--- src/rtl/gate_vector_sequencer.sv ---
// Steps a 3-input gate through vectors 000..111 and checks each sampled z0 against EXPECTED.
// Latency 8*DWELL cycles from start to done. No backpressure: start is ignored while busy.
module gate_vector_sequencer #(
    parameter int unsigned DWELL    = 4,
    parameter logic [7:0]  EXPECTED = 8'h96
) (
    input  logic       clk,
    input  logic       rst,
    input  logic       start,
    input  logic       z0,
    output logic       x0,
    output logic       x1,
    output logic       x2,
    output logic       busy,
    output logic       done,
    output logic       pass,
    output logic [3:0] err_count,
    output logic       fail_valid,
    output logic [2:0] first_fail
);

    localparam int unsigned   CW   = (DWELL < 2) ? 1 : $clog2(DWELL + 1);
    localparam logic [CW-1:0] LAST = CW'(DWELL - 1);

    typedef enum logic [1:0] {
        IDLE = 2'd0,
        RUN  = 2'd1,
        DONE = 2'd2
    } state_t;

    state_t        state_q;
    logic [2:0]    idx_q;
    logic [CW-1:0] cnt_q;
    logic [2:0]    x_q;
    logic          busy_q;
    logic          done_q;
    logic          pass_q;
    logic [3:0]    err_count_q;
    logic          fail_valid_q;
    logic [2:0]    first_fail_q;

    logic          sample_now;
    logic          mismatch;
    logic [3:0]    err_count_d;

    // z0 is combinational from the registered vector, so it is settled by the last dwell cycle.
    always_comb begin
        sample_now  = (state_q == RUN) && (cnt_q == LAST);
        mismatch    = sample_now && (z0 != EXPECTED[idx_q]);
        err_count_d = err_count_q;
        if (mismatch && (err_count_q != 4'd8)) begin
            err_count_d = err_count_q + 4'd1;
        end
    end

    always_ff @(posedge clk) begin
        if (rst) begin
            state_q      <= IDLE;
            idx_q        <= 3'd0;
            cnt_q        <= '0;
            x_q          <= 3'd0;
            busy_q       <= 1'b0;
            done_q       <= 1'b0;
            pass_q       <= 1'b0;
            err_count_q  <= 4'd0;
            fail_valid_q <= 1'b0;
            first_fail_q <= 3'd0;
        end else begin
            case (state_q)
                IDLE, DONE: begin
                    if (start) begin
                        state_q      <= RUN;
                        idx_q        <= 3'd0;
                        cnt_q        <= '0;
                        x_q          <= 3'd0;
                        busy_q       <= 1'b1;
                        done_q       <= 1'b0;
                        pass_q       <= 1'b0;
                        err_count_q  <= 4'd0;
                        fail_valid_q <= 1'b0;
                        first_fail_q <= 3'd0;
                    end
                end
                RUN: begin
                    err_count_q <= err_count_d;
                    if (mismatch && !fail_valid_q) begin
                        fail_valid_q <= 1'b1;
                        first_fail_q <= idx_q;
                    end
                    if (sample_now) begin
                        cnt_q <= '0;
                        if (idx_q == 3'd7) begin
                            state_q <= DONE;
                            idx_q   <= 3'd0;
                            x_q     <= 3'd0;
                            busy_q  <= 1'b0;
                            done_q  <= 1'b1;
                            // Uses the updated count so a mismatch on the last vector is included.
                            pass_q  <= (err_count_d == 4'd0);
                        end else begin
                            idx_q <= idx_q + 3'd1;
                            x_q   <= idx_q + 3'd1;
                        end
                    end else begin
                        cnt_q <= cnt_q + CW'(1);
                    end
                end
                default: begin
                    state_q <= IDLE;
                end
            endcase
        end
    end

    assign x0         = x_q[2];
    assign x1         = x_q[1];
    assign x2         = x_q[0];
    assign busy       = busy_q;
    assign done       = done_q;
    assign pass       = pass_q;
    assign err_count  = err_count_q;
    assign fail_valid = fail_valid_q;
    assign first_fail = first_fail_q;

endmodule

--- config.mk ---
export PLATFORM = sky130hd
export DESIGN_NAME = gate_vector_sequencer
export DESIGN_NICKNAME = d
export VERILOG_FILES = /design/src/rtl/gate_vector_sequencer.sv
export SDC_FILE = /design/constraint.sdc
export NUM_CORES = 1
export LEC_CHECK = 0
export ABC_AREA = 1
export CAP_MARGIN = 15
export CORE_UTILIZATION = 40
export DETAILED_ROUTE_END_ITERATION = 12
export PLACE_DENSITY_LB_ADDON = 0.12
export SLEW_MARGIN = 20
export SYNTH_ARGS = -nofsm -noshare
export SYNTH_HDL_FRONTEND = slang
export SYNTH_SLANG_ARGS = --single-unit
--- constraint.sdc ---
create_clock -name clk -period 1.6 [get_ports clk]
set_input_delay 0.48 -clock clk [delete_from_list [all_inputs] [get_ports clk]]
set_output_delay 0.48 -clock clk [all_outputs]
set_load 0.02 [all_outputs]
Yosys cells after proc, flatten, opt, wreduce, memory -nomap -nowiden --
Memories as Yosys holds them, arrays and structs flattened. A register that Yosys moved wholly into a read port is not among the register bits. Index checks and enable logic that the tools add are counted.
Operators by class: reduce and logical (&&, ||, !) cells 14, magnitude comparators 1, muxes and demuxes 31, equal/unequal tests 10, $add $sub $neg 3
Operator list (count):
- two-way mux 3 bit | 7
- case mux 3 bit (2 select lines) | 3
- two-way mux 1 bit | 10
- AND reduction 3 bit | 3
- two-way mux 4 bit | 2
- case mux 1 bit (2 select lines) | 4
- case mux 4 bit (2 select lines) | 1
- adder 3 x 1 -> 3 bit, second input constant | 2
- two-way mux 2 bit | 3
- adder 4 x 1 -> 4 bit, second input constant | 1
- logical AND 1 bit | 4
- logical NOT 4 bit | 1
- less-than comparator 3 x 4 -> 1 bit, second input constant | 1
- inequality test 2 x 1 -> 1 bit, second input constant | 2
- inequality test 2 bit, second input constant | 2
- inequality test 4 bit, second input constant | 1
- case mux 2 bit (2 select lines) | 1
- AND reduction 4 bit | 1
- == test 3 x 2 -> 1 bit, second input constant | 1
- == test 3 bit, second input constant | 1
- == test 2 x 1 -> 1 bit, second input constant | 1
- == test 2 bit, second input constant | 1
- logical NOT 2 bit | 1
- AND reduction 2 bit | 1
- other kinds (4) | 4
Word-level totals: memories kept 1, output and inout bits 14, register bits after elaboration 19, input bits 4, word-level logic and storage cells 69, memory bits (read-only) 8
Memory list:
- (no name shown) | words 8, width 1, rd ports 1, clocked after memory_dff 1, write ports 0, line 49 | mismatch = sample_now && (z0 != EXPECTED[idx_q]);

Depth between registers and ports, before layout --
Gate-level depths: netlist of the first run.
depth after elaboration 10, depth in mapped cells 13, gate-level depth less buffers 13

Worst setup path before layout of the first run --
Ideal clock, no wire load.
path type flip-flop to flip-flop, start register err_count_q[0] (netlist: err_count[0]), end register pass_q (netlist: pass), data required time 1533 ps, cell stages (with the launch flop) 10, buffers on the path 0, setup time 67 ps, clock period less this slack 1498 ps, data arrival time 1431 ps, slack 102 ps, path through dfxtp_1 -> inv_1 -> ha_1 -> nand3_1 -> nand3_1 -> nand2_1 -> nand2_1 -> nor2_1 -> nand2_1 -> a21oi_2
Between the ends: longest elaborated chain between the ends 7, elaborated cells between the ends (all ways) 8, classes of those cells add/sub: 1; eq/ne: 1; mux: 4; reduce/logical: 2
Ends and longest elaborated chain:
- from (decl) | line 38 | logic [3:0] err_count_q;
- from (signal assigned) | line 85 | err_count_q <= err_count_d;
- parallel branches: the longest is 2 deep, another holds adder 4 x 1 -> 4 bit
- two-way mux 4 bit * | line 51 | if (mismatch && (err_count_q != 4'd8)) begin
- logical NOT 4 bit * | line 99 | pass_q <= (err_count_d == 4'd0);
- two-way mux 1 bit * | line 92 | if (idx_q == 3'd7) begin
- two-way mux 1 bit * | line 90 | if (sample_now) begin
- case mux 1 bit (2 select lines) * | line 69 | case (state_q)
- to (signal assigned) | line 99
- to (decl) | line 37 | logic pass_q;
Mark *: on every way between the ends. The select of a mux whose other input is x is not followed. A chain may end at the register's enable or synchronous reset.

Worst setup path in the final report of the first run --
start register fail_valid_q (netlist: fail_valid), end output fail_valid
RTL lines:
- from (decl) | line 39 | logic fail_valid_q;
- from (signal assigned) | line 66 | fail_valid_q <= 1'b0;
- from (signal assigned) | line 80 | fail_valid_q <= 1'b0;
- from (signal assigned) | line 87 | fail_valid_q <= 1'b1;
- to (decl) | line 18 | output logic fail_valid,
No word-level cell between the ends.

==> summary.txt, run 1 <==
Run status
  • Status: finished, final reports clean

Finish
  • Share of cells above drive strength 1: 23.68%
  • Diode count: 0
  • # nets final: 200
  • Layout fillers: ~250
  • Most common cell after layout, fill and taps aside: nand2_1
  • Most frequent cells in the layout: nand2_1, inv_1, dfxtp_1
  • Area grow syn2layout: 34.64%
  • Final design area excluding fillers: roughly 1400 um2

Yosys
  • Syn Std Cell Area: 1051 um2
  • Yosys reg bits: 20
  • Seq/Total Area, Yosys: between 30% and 40%
  • Yosys cell types: 17
  • Yosys warnings: 0
  • Syn_nets: ~170
  • Avg Synthesized Cell Area: ~6.7 um2
  • Count of mapped cells out of synthesis: 157

Setup path
  • Crit path largest cell delay: about 0.39 ns
  • Worst path cell trace: dlygate4sd2_1
  • Crit Path Max Fanout: 3
  • Setup crit end kind: primary output
  • CP delay by family, top: flip-flops
  • CP max-delay cell: dfxtp_1
  • CP Data Arrival Time: ~1.1 ns
  • Setup crit start kind: register
  • Data required, critical path: around 1.1 ns
  • Worst path bufs/invs: 1
  • CP Class: register to primary output

Power and ir drop
  • PwrDens: roughly 800 nW/um2
  • Worst vdd ir: between 0.4 and 0.5 mV
  • Post-layout power: 1.162 mW
  • Leakage: ~0.70 nW

Clock tree
  • Clock Tree Buf Depth: 2
  • Num CTS Buffers: 3
  • CTS Sinks: 20
  • Clk slew on worst S/H paths: roughly 0.12 ns
  • Worst-skew pair later-pin latency: approximately 0.3 ns
  • TritonCTS clock tree: built
  • Clk Tree Root Cell: clkbuf_4
  • H-Tree Depth: 1

Floorplan
  • Die ar.: around 2800 um2
  • Core Region: 2477 um2
  • # rows: 18
  • Die Y: 53.26 um
  • # IOs: 18
  • Die X: ~53 um
  • Starting Density: ~42%

STA
  • Crit share post-route: 96.62%
  • Worst Max-Slew Pin Slew: 0.3215 ns
  • Pins Over Slew Limit: 0
  • RSZ-0062 raised after global routing: false
  • Clock period minus worst slack: 1.546 ns
  • Maximum clock rate: approximately 650 MHz
  • Relative slew slack: ~78%
  • # setup viols final: 0
  • Final Hold Violating Endpoints: 0
  • Skew final: approximately 0.0044 ns

Min path
  • Hold Path Class: register to register

Detailed routing
  • Initial DRT Pass Iterations: 4
  • DR vias: 1057
  • Final routed DRC violation total: 0
  • Post-detailed-route via-to-cell ratio: 4.805
  • Final wirelength: 2406 um
  • 1st-iter DRT viols: 13
  • Drt wl/cell: between 10 and 15 um
  • Final ANT Viol Nets: 0

Global routing
  • First-pass GRT wire length: between 3000 and 4000 um
  • Total track usage: a little under a fifth
  • Initial antenna violation count: 0
  • Number of global-route vias before repair: ~960
  • Gr ovfl total: 0
  • Largest net degree at the start of global routing: 15

Placed design
  • DP Area: about 1400 um2
  • GP Congestion: about 0.77
  • Port Buffers: 17
  • Post-DP HPWL: about 1800 um

Flow run
  • Max_cap viols: 0
==> cells in the mapped netlist <==
library cell | count | share of area, %
ha_1 | 5 | 6.0
inv_1 | 18 | 6.4
nand2_1 | 58 | 21
inv_2 | 6 | 2.1
a2111oi_0 | 1 | 0.83
nor3_2 | 1 | 0.95
dfxtp_1 | 20 | 38
o21ai_0 | 2 | 0.95
a21oi_2 | 1 | 0.83
nor2_1 | 8 | 2.9
nand3_1 | 10 | 4.8
nand4_1 | 2 | 1.2
clkbuf_1 | 1 | 0.36
a21oi_1 | 14 | 6.7
nor2_8 | 1 | 1.9
nand2_2 | 5 | 3.0
nor2_2 | 4 | 2.4
==> report_power, final <==
part           internal, mW  leakage, nW  total [mW]  switching, mW
clock                 0.253       0.0279       0.418          0.165
combinational        0.0786        0.507       0.205          0.127
sequential            0.522        0.164       0.538         0.0162
==> stage by stage <==
| stage | utilization [%] | setup TNS [ns] | setup slack (ns) | hold WS, ns | std cells |
|---|---|---|---|---|---|
| final | 57.12 | 0 | 0.05415 | 0.4448 | 220 |
| after global routing | 57.12 | 0 | 0.005426 | 0.4508 | 220 |
| after CTS | 56.01 | 0 | 0.03747 | 0.4746 | 220 |
| after detailed placement | 54.60 | -1.491 | -0.2128 | 0.4545 | 216 |
| after global placement | 54.60 | -1.172 | -0.1867 | 0.4447 | 216 |
| after floorplan | - | 0 | 0.1019 | 0.4283 | 157 |
==> final timing paths <==
check	start	end	slack, ns	depth (start not counted)
max	fail_valid$_SDFFE_PP0P_	fail_valid	0.05	1
min	cnt_q[0]$_SDFFE_PP0P_	cnt_q[0]$_SDFFE_PP0P_	0.44	1
max reg2reg	err_count[1]$_SDFFE_PP0P_	pass$_SDFFE_PP0P_	0.11	10
min reg2reg	cnt_q[0]$_SDFFE_PP0P_	cnt_q[0]$_SDFFE_PP0P_	0.44	1
==> cells by family (layout without fill, tap and decap cells) <==
family | after synthesis | count (layout) | synth area share [%]
simple gates | 89 | 89 | 37.74
buf+inv | 25 | 58 | 8.928
flops | 20 | 20 | 38.09
compound gates | 18 | 18 | 9.286
fa+ha+maj | 5 | 5 | 5.952
==> sequential cells by signal, summed over array words and instances (netlist names), named ones only <==
signal / count
busy: 1
cnt_q: 3
done: 1
err_count: 4
fail_valid: 1
first_fail: 3
pass: 1
state_q: 2
x_q: 3
==> layout make-up <==
type	instances	area, um2	area share, %
multi-input combinational	112	579.3	40.94
clock inverter	1	30.03	2.122
clock buffer	3	22.52	1.592
sequential	20	405.4	28.65
inverter	24	90.09	6.366
timing repair buffer	30	250.2	17.68
tap	30	37.54	2.653
==> per-layer routing <==
metal,part of all wire [%],vias up,wire [um],GRT usage (%)
met1,47,475,1133,21.24
met3,4.3,2,104,3.161
met5,0,-,0,0
met2,48,21,1154,34.38
li1,-,559,-,-
met4,0.54,0,13,7.018
==> what timing repair did <==
action,CTS,global route
hold buffers,0,0
setup endpoints to repair,14,4
setup buffers,0,0
pin swaps,0,2
resized for setup,14,10
No activity file was read; power rests on OpenSTA's default activity.
==> inputs of run 2 (changes only) <==
==> constraint.sdc (replaced) <==
create_clock -name clk -period 1.3 [get_ports clk]
set_input_delay 0.39 -clock clk [delete_from_list [all_inputs] [get_ports clk]]
set_output_delay 0.39 -clock clk [all_outputs]
set_load 0.02 [all_outputs]
==> run 2 against run 1 <==
  * Clock skew is 0.0039 ns higher
  * Sequential power rose by 23%
  * Sequential share of layout area down 3.7 points
  * Global-route usage up 1.0 points
  * Clock-buffer cell count is the same
  * Via count rose by 7.0%
  * Critical path type is now register to register
  * Core utilization increased by 11 points
  * Total power grew 12%
  * The run now ends with negative setup slack left
==> summary.txt, run 2 (synthesis results as in run 1) <==
Finish
  • Number of flip-flops in the largest register: 4 (unchanged)
  • Final design area excluding fillers: 1687 um2 (was 1415 um2)
  • # nets final: 216 (was 200)
  • Most common cell after layout, fill and taps aside: nand2_1 (unchanged)
  • Total area of sequential cells: 420.4 um2 (was 405.4 um2)
  • Area grow syn2layout: 60.48% (was 34.64%)
  • Diode count: 0 (unchanged)
  • Most frequent cells in the layout: nand2_1, buf_4, nand2_2 (was nand2_1, inv_1, dfxtp_1)
  • Layout fillers: 204 (was 252)
  • Share of cells above drive strength 1: 57.56% (was 23.68%)
  • Area of the multi-input gates: 775.7 um2 (was 579.3 um2)

Detailed routing
  • DR vias: 1131 (was 1057)
  • Initial DRT Pass Iterations: 4 (unchanged)
  • Drt wl/cell: 11.93 um (was 10.94 um)
  • 1st-iter DRT viols: 18 (was 13)
  • Final routed DRC violation total: 0 (unchanged)
  • Final wirelength: 2804 um (was 2406 um)
  • Final ANT Viol Nets: 0 (unchanged)
  • Post-detailed-route via-to-cell ratio: 4.813 (was 4.805)

Floorplan
  • Core Region: 2477 um2 (unchanged)
  • Die Y: 53.26 um (unchanged)
  • # IOs: 18 (unchanged)
  • # rows: 18 (unchanged)
  • Die X: 53.26 um (unchanged)
  • Die ar.: 2837 um2 (unchanged)
  • Starting Density: 42.42% (unchanged)

Setup path
  • Worst R2R Setup Slack: -0.14 ns (was 0.11 ns)
  • Reg2Reg Depth: 12 (was 10)
  • CP Class: register to register (was register to primary output)
  • Setup crit start kind: register (unchanged)
  • Worst R2R Start: cnt_q[0]$_SDFFE_PP0P_ (was err_count[1]$_SDFFE_PP0P_)
  • CP Data Arrival Time: 1.64 ns (was 1.07 ns)
  • Data required, critical path: 1.50 ns (was 1.12 ns)
  • Worst setup path startpoint: cnt_q[0]$_SDFFE_PP0P_ (was fail_valid$_SDFFE_PP0P_)
  • Setup crit end kind: register (was primary output)
  • Crit Path Max Fanout: 4 (was 3)

Run status
  • Failing checks: negative setup slack
  • Status: finished, violations left (was finished, final reports clean)

STA
  • Setup tns final: -0.5802 ns (was 0 ns)
  • Worst Max-Slew Pin Slew: 0.4223 ns (was 0.3215 ns)
  • WHS: 0.4705 ns (was 0.4448 ns)
  • # setup viols final: 10 (was 0)
  • Crit share post-route: 110.7%
  • Final Hold Violating Endpoints: 0 (unchanged)
  • Maximum clock rate: 694.8 MHz
  • Clock period minus worst slack: roughly 1.4 ns
  • Pins Over Slew Limit: 0 (unchanged)
  • RSZ-0062 raised after global routing: true (was false)
  • Final WS setup: -0.1392 ns (was 0.05415 ns)
  • Relative slew slack: 71.12% (was 78.01%)
  • Skew final: 0.008344 ns (was 0.004449 ns)

Placed design
  • Post-DP HPWL: 1911 um (was 1765 um)
  • Pre-CTS WS: -0.4054 ns (was -0.2128 ns)
  • Port Buffers: 17 (unchanged)
  • GP Congestion: 0.8163 (was 0.7736)
  • DP Area: 1483 um2 (was 1353 um2)

Flow run
  • Max_cap viols: 0 (unchanged)

Global routing
  • Total track usage: 19.82% (was 18.78%)
  • Number of global-route vias before repair: 1017 (was 963)
  • Largest net degree at the start of global routing: 11 (was 15)
  • Initial antenna violation count: 0 (unchanged)
  • Gr ovfl total: 0 (unchanged)
  • First-pass GRT wire length: 4160 um (was 3850 um)

Min path
  • Hold Path Class: register to register (unchanged)

Power and ir drop
  • Worst vdd ir: 0.5869 mV (was 0.4736 mV)
  • PwrDens: 769.0 nW/um2 (was 821.2 nW/um2)
  • Post-layout power: 1.297 mW (was 1.162 mW)
  • Leakage: 0.7689 nW (was 0.6989 nW)

Clock tree
  • Num CTS Buffers: 3 (unchanged)
  • TritonCTS clock tree: built (unchanged)
  • CTS Sinks: 20 (unchanged)
  • Post-CTS Hold Fix Bufs: 0 (unchanged)
  • Worst-skew pair later-pin latency: 0.29 ns (was 0.30 ns)
  • H-Tree Depth: 1 (unchanged)
  • Clock Tree Buf Depth: 2 (unchanged)
  • Clk Tree Root Cell: clkbuf_4 (unchanged)
  • Clk slew on worst S/H paths: 0.11 ns (was 0.12 ns)
-- run 2: cell types whose count changed in the layout (fill, tap and decap cells not counted), moves of 9 or more --
cell	before	now
a21oi_1	14	5
dlygate4sd2_1	14	1
buf_2	0	12
buf_4	13	26
a21oi_2	1	10
nand2_2	6	20
nand2_1	57	39
-- run 2: what timing repair did --
action	in CTS	in global routing
pin swaps	9	29
gates resized for setup	73	46
buffers inserted	6	1
endpoints found under the setup margin	24	29
-- run 2: critical path, stage by stage (launching register included) --
cell and delay, ns:
dfxtp_2 0.37, ha_4 0.16, inv_2 0.05, nor2_4 0.14
nand2_4 0.09, nand2_4 0.08, inv_2 0.06, nand2_2 0.06
nand3_2 0.08, inv_2 0.08, nand2_2 0.06, nand3_1 0.06
nand2_1 0.06
-- run 2: final cells by class --
class	instances	area share, %
multi-input combinational	112	45.99
sequential	20	24.93
timing repair buffer	46	20.18
inverter	24	5.341
tap	30	2.226
clock buffer	3	1.335
-- run 2: routing by layer --
metal / GRT usage, % / part of all wire [%]
met1: 25.48 / 45
met5: 0 / 0
met3: 2.586 / 2.4
met4: 3.947 / 0.36
met2: 34.79 / 53
-- run 2: through the flow --
| step | std cells | utilization [%] |
|---|---|---|
| 5_1_grt | 235 | 68.08 |
| 2_1_floorplan | 157 | - |
| 3_5_place_dp | 225 | 59.85 |
| 6_report | 235 | 68.08 |
| 4_1_cts | 234 | 64.70 |
| 3_3_place_gp | 225 | 59.85 |
-- run 2: power breakdown --
group / leakage [nW] / internal (mW) / switching, mW
Sequential: 0.167 / 0.638 / 0.0244
Clock: 0.0138 / 0.107 / 0.173
Combinational: 0.588 / 0.154 / 0.200
Total: 0.769 / 0.900 / 0.397
-- run 2: how the worst min path moves through the flow --
stage	cells after the start	to	from	slack [ns]
after floorplan	1	cnt_q[0]$_SDFFE_PP0P_	cnt_q[0]$_SDFFE_PP0P_	0.43
after global placement	2	first_fail[0]$_SDFFE_PP0P_	first_fail[0]$_SDFFE_PP0P_	0.45
after detailed placement	2	first_fail[1]$_SDFFE_PP0P_	first_fail[1]$_SDFFE_PP0P_	0.45
after CTS	2	first_fail[1]$_SDFFE_PP0P_	first_fail[1]$_SDFFE_PP0P_	0.47
after global routing	2	busy$_SDFFE_PP0P_	busy$_SDFFE_PP0P_	0.48
final	2	busy$_SDFFE_PP0P_	busy$_SDFFE_PP0P_	0.47
